<file path="config.mk">
export PLATFORM = sky130hd
export DESIGN_NAME = tube_display
export DESIGN_NICKNAME = d
export VERILOG_FILES = /design/src/rtl/tube_display.sv
export SDC_FILE = /design/constraint.sdc
export NUM_CORES = 1
export LEC_CHECK = 0
export CAP_MARGIN = 20
export CORE_MARGIN = 3
export CORE_UTILIZATION = 52
export CTS_BUF_LIST = sky130_fd_sc_hd__clkbuf_4 sky130_fd_sc_hd__clkbuf_8 sky130_fd_sc_hd__clkbuf_16
export DETAILED_ROUTE_END_ITERATION = 7
export HOLD_SLACK_MARGIN = 0.05
export PLACE_DENSITY_LB_ADDON = 0.3
export SYNTH_ARGS = -nofsm -noshare
export SYNTH_HDL_FRONTEND = slang
export SYNTH_SLANG_ARGS = --single-unit
</file>
<file path="constraint.sdc">
create_clock -name clk -period 2.9 [get_ports clk]
set_input_delay 0.58 -clock clk [delete_from_list [all_inputs] [get_ports clk]]
set_output_delay 0.58 -clock clk [all_outputs]
set_load 0.05 [all_outputs]
</file>
<file path="src/rtl/tube_display.sv">
`default_nettype none
// ============================================================================
// Module      : tube_display
// Description : Four-digit multiplexed seven-segment driver. A sequential
//               shift-add-3 engine converts a 14-bit binary value (clamped to
//               9999) to BCD. The BCD digits are then scanned across four
//               common-cathode tubes, with optional leading-zero blanking.
// Revision    : 1.0 - initial release
// ----------------------------------------------------------------------------
// Parameters
//   SCAN_DIV  clock cycles per digit slot (2 .. 2^20)
//   BLANK_LZ  1 = blank leading zeros on digits 3..1, 0 = show every digit
// Ports
//   clk       in   1   system clock
//   rst       in   1   asynchronous active-high reset
//   data_in   in  14   binary value to display
//   seg       out  8   segment drive {dp,g,f,e,d,c,b,a}, active high
//   sel       out  4   one-hot digit enable, sel[0] = ones digit
//   bcd       out 16   converted digits {thousands,hundreds,tens,ones}
//   busy      out  1   conversion in progress
// ============================================================================
module tube_display #(
  parameter int SCAN_DIV = 100_000,
  parameter bit BLANK_LZ = 1'b1
) (
  input  logic        clk,
  input  logic        rst,
  input  logic [13:0] data_in,
  output logic [7:0]  seg,
  output logic [3:0]  sel,
  output logic [15:0] bcd,
  output logic        busy
);

  // --------------------------------------------------------------------------
  // Constants
  // --------------------------------------------------------------------------
  localparam int          SCAN_W    = (SCAN_DIV > 1) ? $clog2(SCAN_DIV) : 1;
  localparam logic [SCAN_W-1:0] SCAN_LAST = SCAN_W'(SCAN_DIV - 1);
  localparam logic [13:0] MAX_VAL   = 14'd9999;
  localparam logic [3:0]  LAST_SHIFT = 4'd13;   // 14 shifts: cnt 0..13

  // --------------------------------------------------------------------------
  // Conversion FSM
  // --------------------------------------------------------------------------
  typedef enum logic [1:0] {
    S_IDLE  = 2'd0,
    S_SHIFT = 2'd1,
    S_DONE  = 2'd2
  } state_t;

  state_t      state, state_nxt;
  logic [13:0] last, last_nxt;
  logic [13:0] bin, bin_nxt;
  logic [15:0] acc, acc_nxt;
  logic [3:0]  cnt, cnt_nxt;
  logic [15:0] bcd_nxt;
  logic        busy_nxt;

  logic [13:0] data_clamped;
  logic [15:0] acc_adj;

  // Add 3 to a BCD nibble that is 5 or more, so that the following
  // doubling carries correctly into the next decimal digit.
  function automatic logic [3:0] add3(input logic [3:0] n);
    add3 = (n >= 4'd5) ? (n + 4'd3) : n;
  endfunction

  assign data_clamped = (data_in > MAX_VAL) ? MAX_VAL : data_in;
  assign acc_adj      = {add3(acc[15:12]), add3(acc[11:8]),
                         add3(acc[7:4]),   add3(acc[3:0])};

  always_ff @(posedge clk or posedge rst) begin
    if (rst) begin
      state <= S_IDLE;
      last  <= '0;
      bin   <= '0;
      acc   <= '0;
      cnt   <= '0;
      bcd   <= '0;
      busy  <= 1'b0;
    end else begin
      state <= state_nxt;
      last  <= last_nxt;
      bin   <= bin_nxt;
      acc   <= acc_nxt;
      cnt   <= cnt_nxt;
      bcd   <= bcd_nxt;
      busy  <= busy_nxt;
    end
  end

  always_comb begin
    state_nxt = state;
    last_nxt  = last;
    bin_nxt   = bin;
    acc_nxt   = acc;
    cnt_nxt   = cnt;
    bcd_nxt   = bcd;
    busy_nxt  = busy;

    case (state)
      S_IDLE: begin
        // Input changes seen while busy are picked up here on return,
        // so the most recent value is always converted eventually.
        if (data_in != last) begin
          last_nxt  = data_in;
          bin_nxt   = data_clamped;
          acc_nxt   = '0;
          cnt_nxt   = '0;
          busy_nxt  = 1'b1;
          state_nxt = S_SHIFT;
        end
      end

      S_SHIFT: begin
        // {acc,bin} << 1 after the add-3 correction
        acc_nxt = {acc_adj[14:0], bin[13]};
        bin_nxt = {bin[12:0], 1'b0};
        cnt_nxt = cnt + 4'd1;
        if (cnt == LAST_SHIFT) begin
          state_nxt = S_DONE;
        end
      end

      S_DONE: begin
        bcd_nxt   = acc;
        busy_nxt  = 1'b0;
        state_nxt = S_IDLE;
      end

      default: begin
        busy_nxt  = 1'b0;
        state_nxt = S_IDLE;
      end
    endcase
  end

  // --------------------------------------------------------------------------
  // Digit scan
  // --------------------------------------------------------------------------
  logic [SCAN_W-1:0] scan_cnt;
  logic [1:0]        idx;
  logic [1:0]        idx_nxt;
  logic              scan_tc;
  logic [3:0]        digit_nxt;
  logic              blank_nxt;
  logic [7:0]        seg_nxt;

  function automatic logic [7:0] encode(input logic [3:0] d);
    case (d)
      4'd0:    encode = 8'h3F;
      4'd1:    encode = 8'h06;
      4'd2:    encode = 8'h5B;
      4'd3:    encode = 8'h4F;
      4'd4:    encode = 8'h66;
      4'd5:    encode = 8'h6D;
      4'd6:    encode = 8'h7D;
      4'd7:    encode = 8'h07;
      4'd8:    encode = 8'h7F;
      4'd9:    encode = 8'h6F;
      default: encode = 8'h00;
    endcase
  endfunction

  assign scan_tc = (scan_cnt == SCAN_LAST);
  assign idx_nxt = idx + 2'd1;

  // The slot being entered is encoded from the bcd register as it stands
  // now; a conversion finishing on this same edge shows up one slot later.
  always_comb begin
    digit_nxt = 4'd0;
    blank_nxt = 1'b0;
    case (idx_nxt)
      2'd0: digit_nxt = bcd[3:0];
      2'd1: digit_nxt = bcd[7:4];
      2'd2: digit_nxt = bcd[11:8];
      2'd3: digit_nxt = bcd[15:12];
      default: digit_nxt = 4'd0;
    endcase
    if (BLANK_LZ) begin
      case (idx_nxt)
        2'd1: blank_nxt = (bcd[15:4]  == 12'd0);
        2'd2: blank_nxt = (bcd[15:8]  == 8'd0);
        2'd3: blank_nxt = (bcd[15:12] == 4'd0);
        default: blank_nxt = 1'b0;
      endcase
    end
    seg_nxt = blank_nxt ? 8'h00 : encode(digit_nxt);
  end

  always_ff @(posedge clk or posedge rst) begin
    if (rst) begin
      scan_cnt <= '0;
      idx      <= 2'd0;
      sel      <= 4'b0001;
      seg      <= 8'h3F;
    end else if (scan_tc) begin
      scan_cnt <= '0;
      idx      <= idx_nxt;
      sel      <= 4'b0001 << idx_nxt;
      seg      <= seg_nxt;
    end else begin
      scan_cnt <= scan_cnt + 1'b1;
    end
  end

endmodule
`default_nettype wire

</file>
==> impl_metrics.py, run 1 <==
metrics = {
    "clocking": {
        "cts_sinks": 97,
        "clockBufferDepth": 2,
        "numCtsBuffers": 9,
        "cts_tree": "done",
        "clockRootBuffer": "clkbuf_8",
        "post_cts_buffers": 0,
        "cts_resized": 0,
        "hold_buffers": 0,
        "htreeDepth": 3,
        "cts.reportedPaths.clkPinSlew_ns": 0.09,
        "clkLatencyLatePin_ns": 0.36,
    },
    "grt": {
        "gr-max-usage-layer": "met2",
        "grt_max_degree": 46,
        "grt_pass1_wl_um": 16750,
        "overflow": 0,
        "met2_usage_pct": 31.58,
        "grt.total_usage_pct": 19.86,
        "gr-usage-met3_pct": 4.263,
        "antenna_found_initial": 0,
        "gr-usage-met1_pct": 26.78,
        "grt_pass1_vias": 3505,
    },
    "finish": {
        "drive_above_1_share_pct": 12.60,
        "area_delta_synth_final_pct": 15.76,
        "fin_area_um2": 5642,
        "final_nets": 539,
        "antenna_cells": 0,
    },
    "worst_setup_path": {
        "rr_worst_depth": 9,
        "crit_type": "reg -> out",
        "r2r_end": "seg[3]$_DFFE_PP1N_",
        "cp.arrival_ns": 1.69,
        "path_depth": 1,
        "slowest_stage": "clkdlybuf4s50_1",
        "max_stage_delay_ns": 0.80,
        "cp_max_fo": 2,
        "cpLargestDelayFamily": "buffers and inverters",
        "r2r_start": "idx[0]$_DFFE_PP0N_",
        "timing.critical_path.cells": "clkdlybuf4s50_1",
        "cp-start-kind": "flip-flop",
        "path_buf_inv": 1,
        "r2r_setup_slack_ns": 0.64,
        "worstPathRequired_ns": 2.32,
        "setup.worst_path.end_class": "primary output",
    },
    "floorplan": {
        "fp.dieH_um": 102.8,
        "start_util_pct": 54.81,
        "die_area_um2": 10570,
        "ioPinCount": 45,
        "core_area_um2": 8891,
        "rows": 34,
        "chipWidth_um": 102.8,
    },
    "routing": {
        "wl_per_cell_um": 15.96,
        "antenna_left": 0,
        "via_per_inst": 5.651,
        "dr.pass1.iters": 6,
        "vias": 3481,
        "drt_wl_total_um": 9832,
        "drt_iter0_markers": 196,
        "drc": 0,
    },
    "power": {
        "p_per_area_nw_per_um2": 969.5,
        "power.total_uw": 5469,
        "power_leakage_uw": 0.002488,
        "irDropWorstVdd_mv": 0.7689,
    },
    "synth": {
        "ys_top_cells_by_area": "dfrtp_1 (46%), ha_1 (5.1%), nand2_1 (4.1%)",
        "synth_top_cell_area_share_pct": 46.21,
        "ys_ff_latch": 97,
        "synth_edf_count": 0,
        "async_flop_share_pct": 100.0,
        "syn-num-nets": 492,
        "ys_types": 54,
        "netlist_instances": 456,
        "synth_ff_type": "dfrtp_1",
        "avgSynthCellArea_um2": 10.69,
        "synth_area_um2": 4873,
        "yosysWarnings": 0,
        "yosysSeqAreaShare_pct": 49.99,
        "synth_top_cell_by_area": "dfrtp_1",
    },
    "placed_design": {
        "pre_cts_slack_ns": 0.2475,
        "detailed_place_hpwl_um": 7047,
        "gp_congestion": 0.8426,
        "placed_cell_area_um2": 5451,
        "portBuffers": 43,
    },
    "worst_hold_path": {
        "hold_end": "sel[0]$_DFFE_PP1N_",
        "hold_depth": 2,
        "hp-start": "sel[0]$_DFFE_PP1N_",
        "hold_class": "reg -> reg",
    },
    "timing": {
        "min_period_ns": 2.275,
        "worst_slack_ns": 0.6253,
        "hold_viol": 0,
        "rsz0062_at_grt": "no",
        "setup_viol": 0,
        "final.setup_skew_ns": 0.01187,
        "maxSlewHeadroom_pct": 49.67,
        "fin_tns_setup_ns": 0,
        "drv_slew": 0,
        "timing.fmax_ghz": 0.4396,
        "tightestPinTransition_ns": 0.7531,
        "fin_crit_sh_pct": 78.44,
    },
    "job": {
        "maxCapViolations": 0,
    },
    "status": {
        "outcome": "finished clean",
    },
}
sequential cells by signal, summed over array words and instances, names as in the netlist:
| register | flops |
|---|---|
| sel | 4 |
| idx | 2 |
| acc | 16 |
| busy | 1 |
| state | 2 |
| bin | 14 |
| cnt | 4 |
| scan_cnt | 17 |
| bcd | 16 |
| seg | 7 |
| last | 14 |
metal layers:
metal  share of wire, %  vias up
met5                  0        -
met4                1.4        0
met3                3.6       15
met2                 48       73
met1                 47     1685
li1                   -     1708
report_power, final:
group          switching (uW)  internal (uW)  leakage (uW)
Sequential                423           1800       0.00120
Clock                     477            364     0.0000959
Combinational            1330           1070       0.00120
Total                    2230           3230       0.00249
worst max path at each step:
stage	slack, ns	endpoint	start
2_1_floorplan	0.97	last[10]$_DFFE_PP0P_	data_in[7]
3_3_place_gp	0.28	last[3]$_DFFE_PP0P_	data_in[7]
3_5_place_dp	0.25	last[9]$_DFFE_PP0P_	data_in[7]
5_1_grt	0.39	seg[0]$_DFFE_PP1N_	idx[0]$_DFFE_PP0N_
6_report	0.63	sel[0]	sel[0]$_DFFE_PP1N_
4_1_cts	0.60	sel[0]	sel[0]$_DFFE_PP1N_
kinds of logic after synthesis:
kind of cell	synth area share [%]
AOI/OAI and AO/OA	11.17
xor gates and xnor gates	6.650
adders and majority gates	5.135
buffers and inverters	3.877
DFF	49.99
muxes	7.728
other	0.07695
and+or+nand+nor	15.38
Yosys cell counts, drive strengths merged, types with 2 or more instances:
library cell	instances
ha	20
o211ai	2
nand2b	4
and2	2
mux2	25
mux2i	5
o21ai	27
inv	28
nand2	53
a222oi	4
a221o	6
nand3	11
nor4b	6
nor3	3
xor2	22
dfstp	7
o22ai	12
o221a	3
clkbuf	8
a31oi	4
dfrtp	90
a221oi	3
nor4	9
nor3b	2
and4	2
nand4	5
a21oi	15
nor2	32
and3	9
or3	4
buf	8
xnor2	15
metrics by stage:
stage / util, % / cells / hold WS (ns)
global route: 63.45 / 616 / 0.4835
finish: 63.45 / 616 / 0.4626
global placement: 61.31 / 600 / 0.4437
floorplan: - / 456 / 0.4609
detailed placement: 61.31 / 600 / 0.4541
CTS: 63.45 / 616 / 0.4680
cell type report:
cell class | instances | area (um^2)
Fill cell | 686 | 3249
Sequential cell | 97 | 2436
Multi-Input combinational cell | 315 | 2248
Timing Repair Buffer | 52 | 523.0
Clock buffer | 11 | 151.4
Tap cell | 108 | 135.1
Inverter | 28 | 108.9
Clock inverter | 5 | 38.79
placed cells by master (no fill, tap or decap), drive strengths merged, types with 15 or more instances in the layout:
cell and count:
o21ai 27, mux2 25, xnor2 15, ha 20, clkdlybuf4s50 43, xor2 22
nand2 53, dfrtp 90, inv 28, a21oi 15, nor2 32
No activity file was read; power rests on OpenSTA's default activity.
==> run 2, diff against run 1 <==
clock period = 1.94 ns   (was 2.9 ns; I/O delays follow)
==> run 2 against run 1 <==
The flow now finishes with violations (negative setup slack). Sequential power is 49% higher. Design area is 10% higher. Worst hold slack worse by 0.094 ns. Total power is 64% higher. Die area stayed put. Critical endpoint is now seg[6]$_DFFE_PP0N_.
==> impl_metrics.py, run 2 (synthesis gave the netlist of run 1 again) <==
metrics = {
    "power": {
        "power.total_uw": 8973,
        "p_per_area_nw_per_um2": 1441,
        "irDropWorstVdd_mv": 0.8640,
        "pwr-share-clk_pct": 16.6,
        "power_leakage_uw": 0.002977,
        "p_sw_share_pct": 40.11,
        "power_frac_comb_pct": 46.6,
        "p_sw_uw": 3600,
        "intPower_uw": 5374,
        "seq_power_share_pct": 36.8,
    },
    "clocking": {
        "hold_buffers": 0,
        "clockBufferDepth": 2,
        "numCtsBuffers": 9,
        "cts_sinks": 97,
        "clkLatencyLatePin_ns": 0.37,
        "htreeDepth": 3,
        "cts.reportedPaths.clkPinSlew_ns": 0.10,
        "clockRootBuffer": "clkbuf_8",
        "cts_tree": "done",
    },
    "placed_design": {
        "portBuffers": 43,
        "pre_cts_slack_ns": -0.4278,
        "detailed_place_hpwl_um": 7221,
        "gp_congestion": 0.8171,
    },
    "floorplan": {
        "start_util_pct": 54.81,
        "core_area_um2": 8891,
        "die_area_um2": 10570,
        "chipWidth_um": 102.8,
        "rows": 34,
        "ioPinCount": 45,
        "fp.dieH_um": 102.8,
    },
    "grt": {
        "grt_max_degree": 98,
        "grt_pass1_vias": 3605,
        "grt_pass1_wl_um": 17320,
        "overflow": 0,
        "grt.total_usage_pct": 20.83,
        "antenna_found_initial": 0,
    },
    "finish": {
        "drive_above_1_share_pct": 29.80,
        "antenna_cells": 0,
        "top_register": "scan_cnt",
        "final_nets": 588,
        "largest_reg_flops": 17,
        "layout_common_cells": "dfrtp_1 (89), buf_4 (75), nand2_1 (53)",
        "area_delta_synth_final_pct": 27.75,
        "multi_input_area_um2": 2412,
        "fillCellCount": 634,
        "final_common_cell": "dfrtp_1",
        "register_area_um2": 2437,
        "reg.largest.list": "scan_cnt x17, acc x16, bcd x16",
    },
    "worst_setup_path": {
        "crit_path_frequent_cell": "buf_4",
        "slowest_stage": "dfrtp_2",
        "timing.critical_path.cells": "inv_2 -> ha_2 -> a222oi_1 -> mux2i_2 -> buf_4 -> nor2_4 -> o211ai_1 -> buf_4 -> o21ai_1",
        "worstPathRequired_ns": 2.23,
        "cp-start-kind": "flip-flop",
        "cp_max_fo": 6,
        "cpLargestDelayFamily": "compound AO/OA/AOI/OAI gates",
        "path_buf_inv": 3,
        "max_stage_delay_ns": 0.41,
        "setup.worst_path.end_class": "flip-flop",
        "cp.arrival_ns": 2.31,
        "crit_type": "reg -> reg",
    },
    "timing": {
        "fin_tns_setup_ns": -0.2438,
        "fin_crit_sh_pct": 103.9,
        "timing.fmax_ghz": 0.4961,
        "whs_ns": 0.3685,
        "worst_slack_ns": -0.07591,
        "rsz0062_at_grt": "yes",
        "maxSlewHeadroom_pct": 65.93,
        "hold_viol": 0,
        "drv_slew": 0,
        "tightestPinTransition_ns": 0.5064,
        "final.setup_skew_ns": 0.01243,
        "setup_viol": 7,
        "min_period_ns": 2.016,
    },
    "routing": {
        "drc": 0,
        "wl_per_cell_um": 15.97,
        "antenna_left": 0,
        "vias": 3657,
        "dr.pass1.iters": 4,
        "via_per_inst": 5.499,
        "drt_wl_total_um": 10620,
        "drt_iter0_markers": 174,
    },
    "status": {
        "outcome": "finished, violations left",
        "violations": "negative setup slack",
    },
    "worst_hold_path": {
        "hold_class": "in -> reg",
    },
    "job": {
        "maxCapViolations": 0,
    },
}
==> run 2: per-stage QoR <==
step / utilization [%] / std cells / instance area, um^2
2_1_floorplan: - / 456 / 4877
3_3_place_gp: 64.13 / 639 / 5702
3_5_place_dp: 64.13 / 639 / 5702
4_1_cts: 67.60 / 660 / 6011
5_1_grt: 70.03 / 665 / 6226
6_report: 70.03 / 665 / 6226
==> run 2: worst min-delay path, delay by kind of cell <==
kind            cells  cell delay [ns]
buf+inv             2             0.23
compound gates      1             0.07
==> run 2: area by class of cell <==
type | instances | share of cell area, %
inverter | 28 | 1.748
timing repair buffer | 101 | 14.51
multi-input combinational | 315 | 38.75
tap | 108 | 2.170
clock inverter | 6 | 1.467
clock buffer | 10 | 2.211
sequential | 97 | 39.15
==> run 2: final timing paths <==
path                                     from                      to  slack (ns)  cells past startpoint
max in group asynchronous                 rst      idx[1]$_DFFE_PP0N_        1.03                      3
setup / recovery           idx[1]$_DFFE_PP0N_      seg[6]$_DFFE_PP0N_       -0.08                      9
min in group asynchronous                 rst  scan_cnt[11]$_DFF_PP0_        0.52                      3
setup reg to reg           idx[1]$_DFFE_PP0N_      seg[6]$_DFFE_PP0N_       -0.08                      9
hold / removal                     data_in[1]      bin[1]$_DFFE_PP0P_        0.37                      3
hold reg to reg            sel[0]$_DFFE_PP1N_      sel[0]$_DFFE_PP1N_        0.46                      2
==> run 2: per-layer routing <==
layer  up-vias  track usage [%]  part of all wire (%)
met4         0            7.968                   1.5
met2        48            34.46                    51
met1      1803            28.19                    46
met5         -                0                     0
met3        15            2.639                   1.9
li1       1791                -                     -
==> run 2: timing repair <==
item,CTS,global route
gates cloned,0,1
pin swaps,5,20
endpoints found under the setup margin,35,57
gates resized for setup,21,38
buffers inserted,5,5
==> run 2: power groups by stage <==
stage          logic [uW]  registers [uW]  clock network [uW]
2_1_floorplan        2230            3720                   0
5_1_grt              4540            3390                1590
3_5_place_dp         3820            3320                   0
4_1_cts              3890            3290                1520
3_3_place_gp         3690            3290                   0
6_report             4180            3310                1490
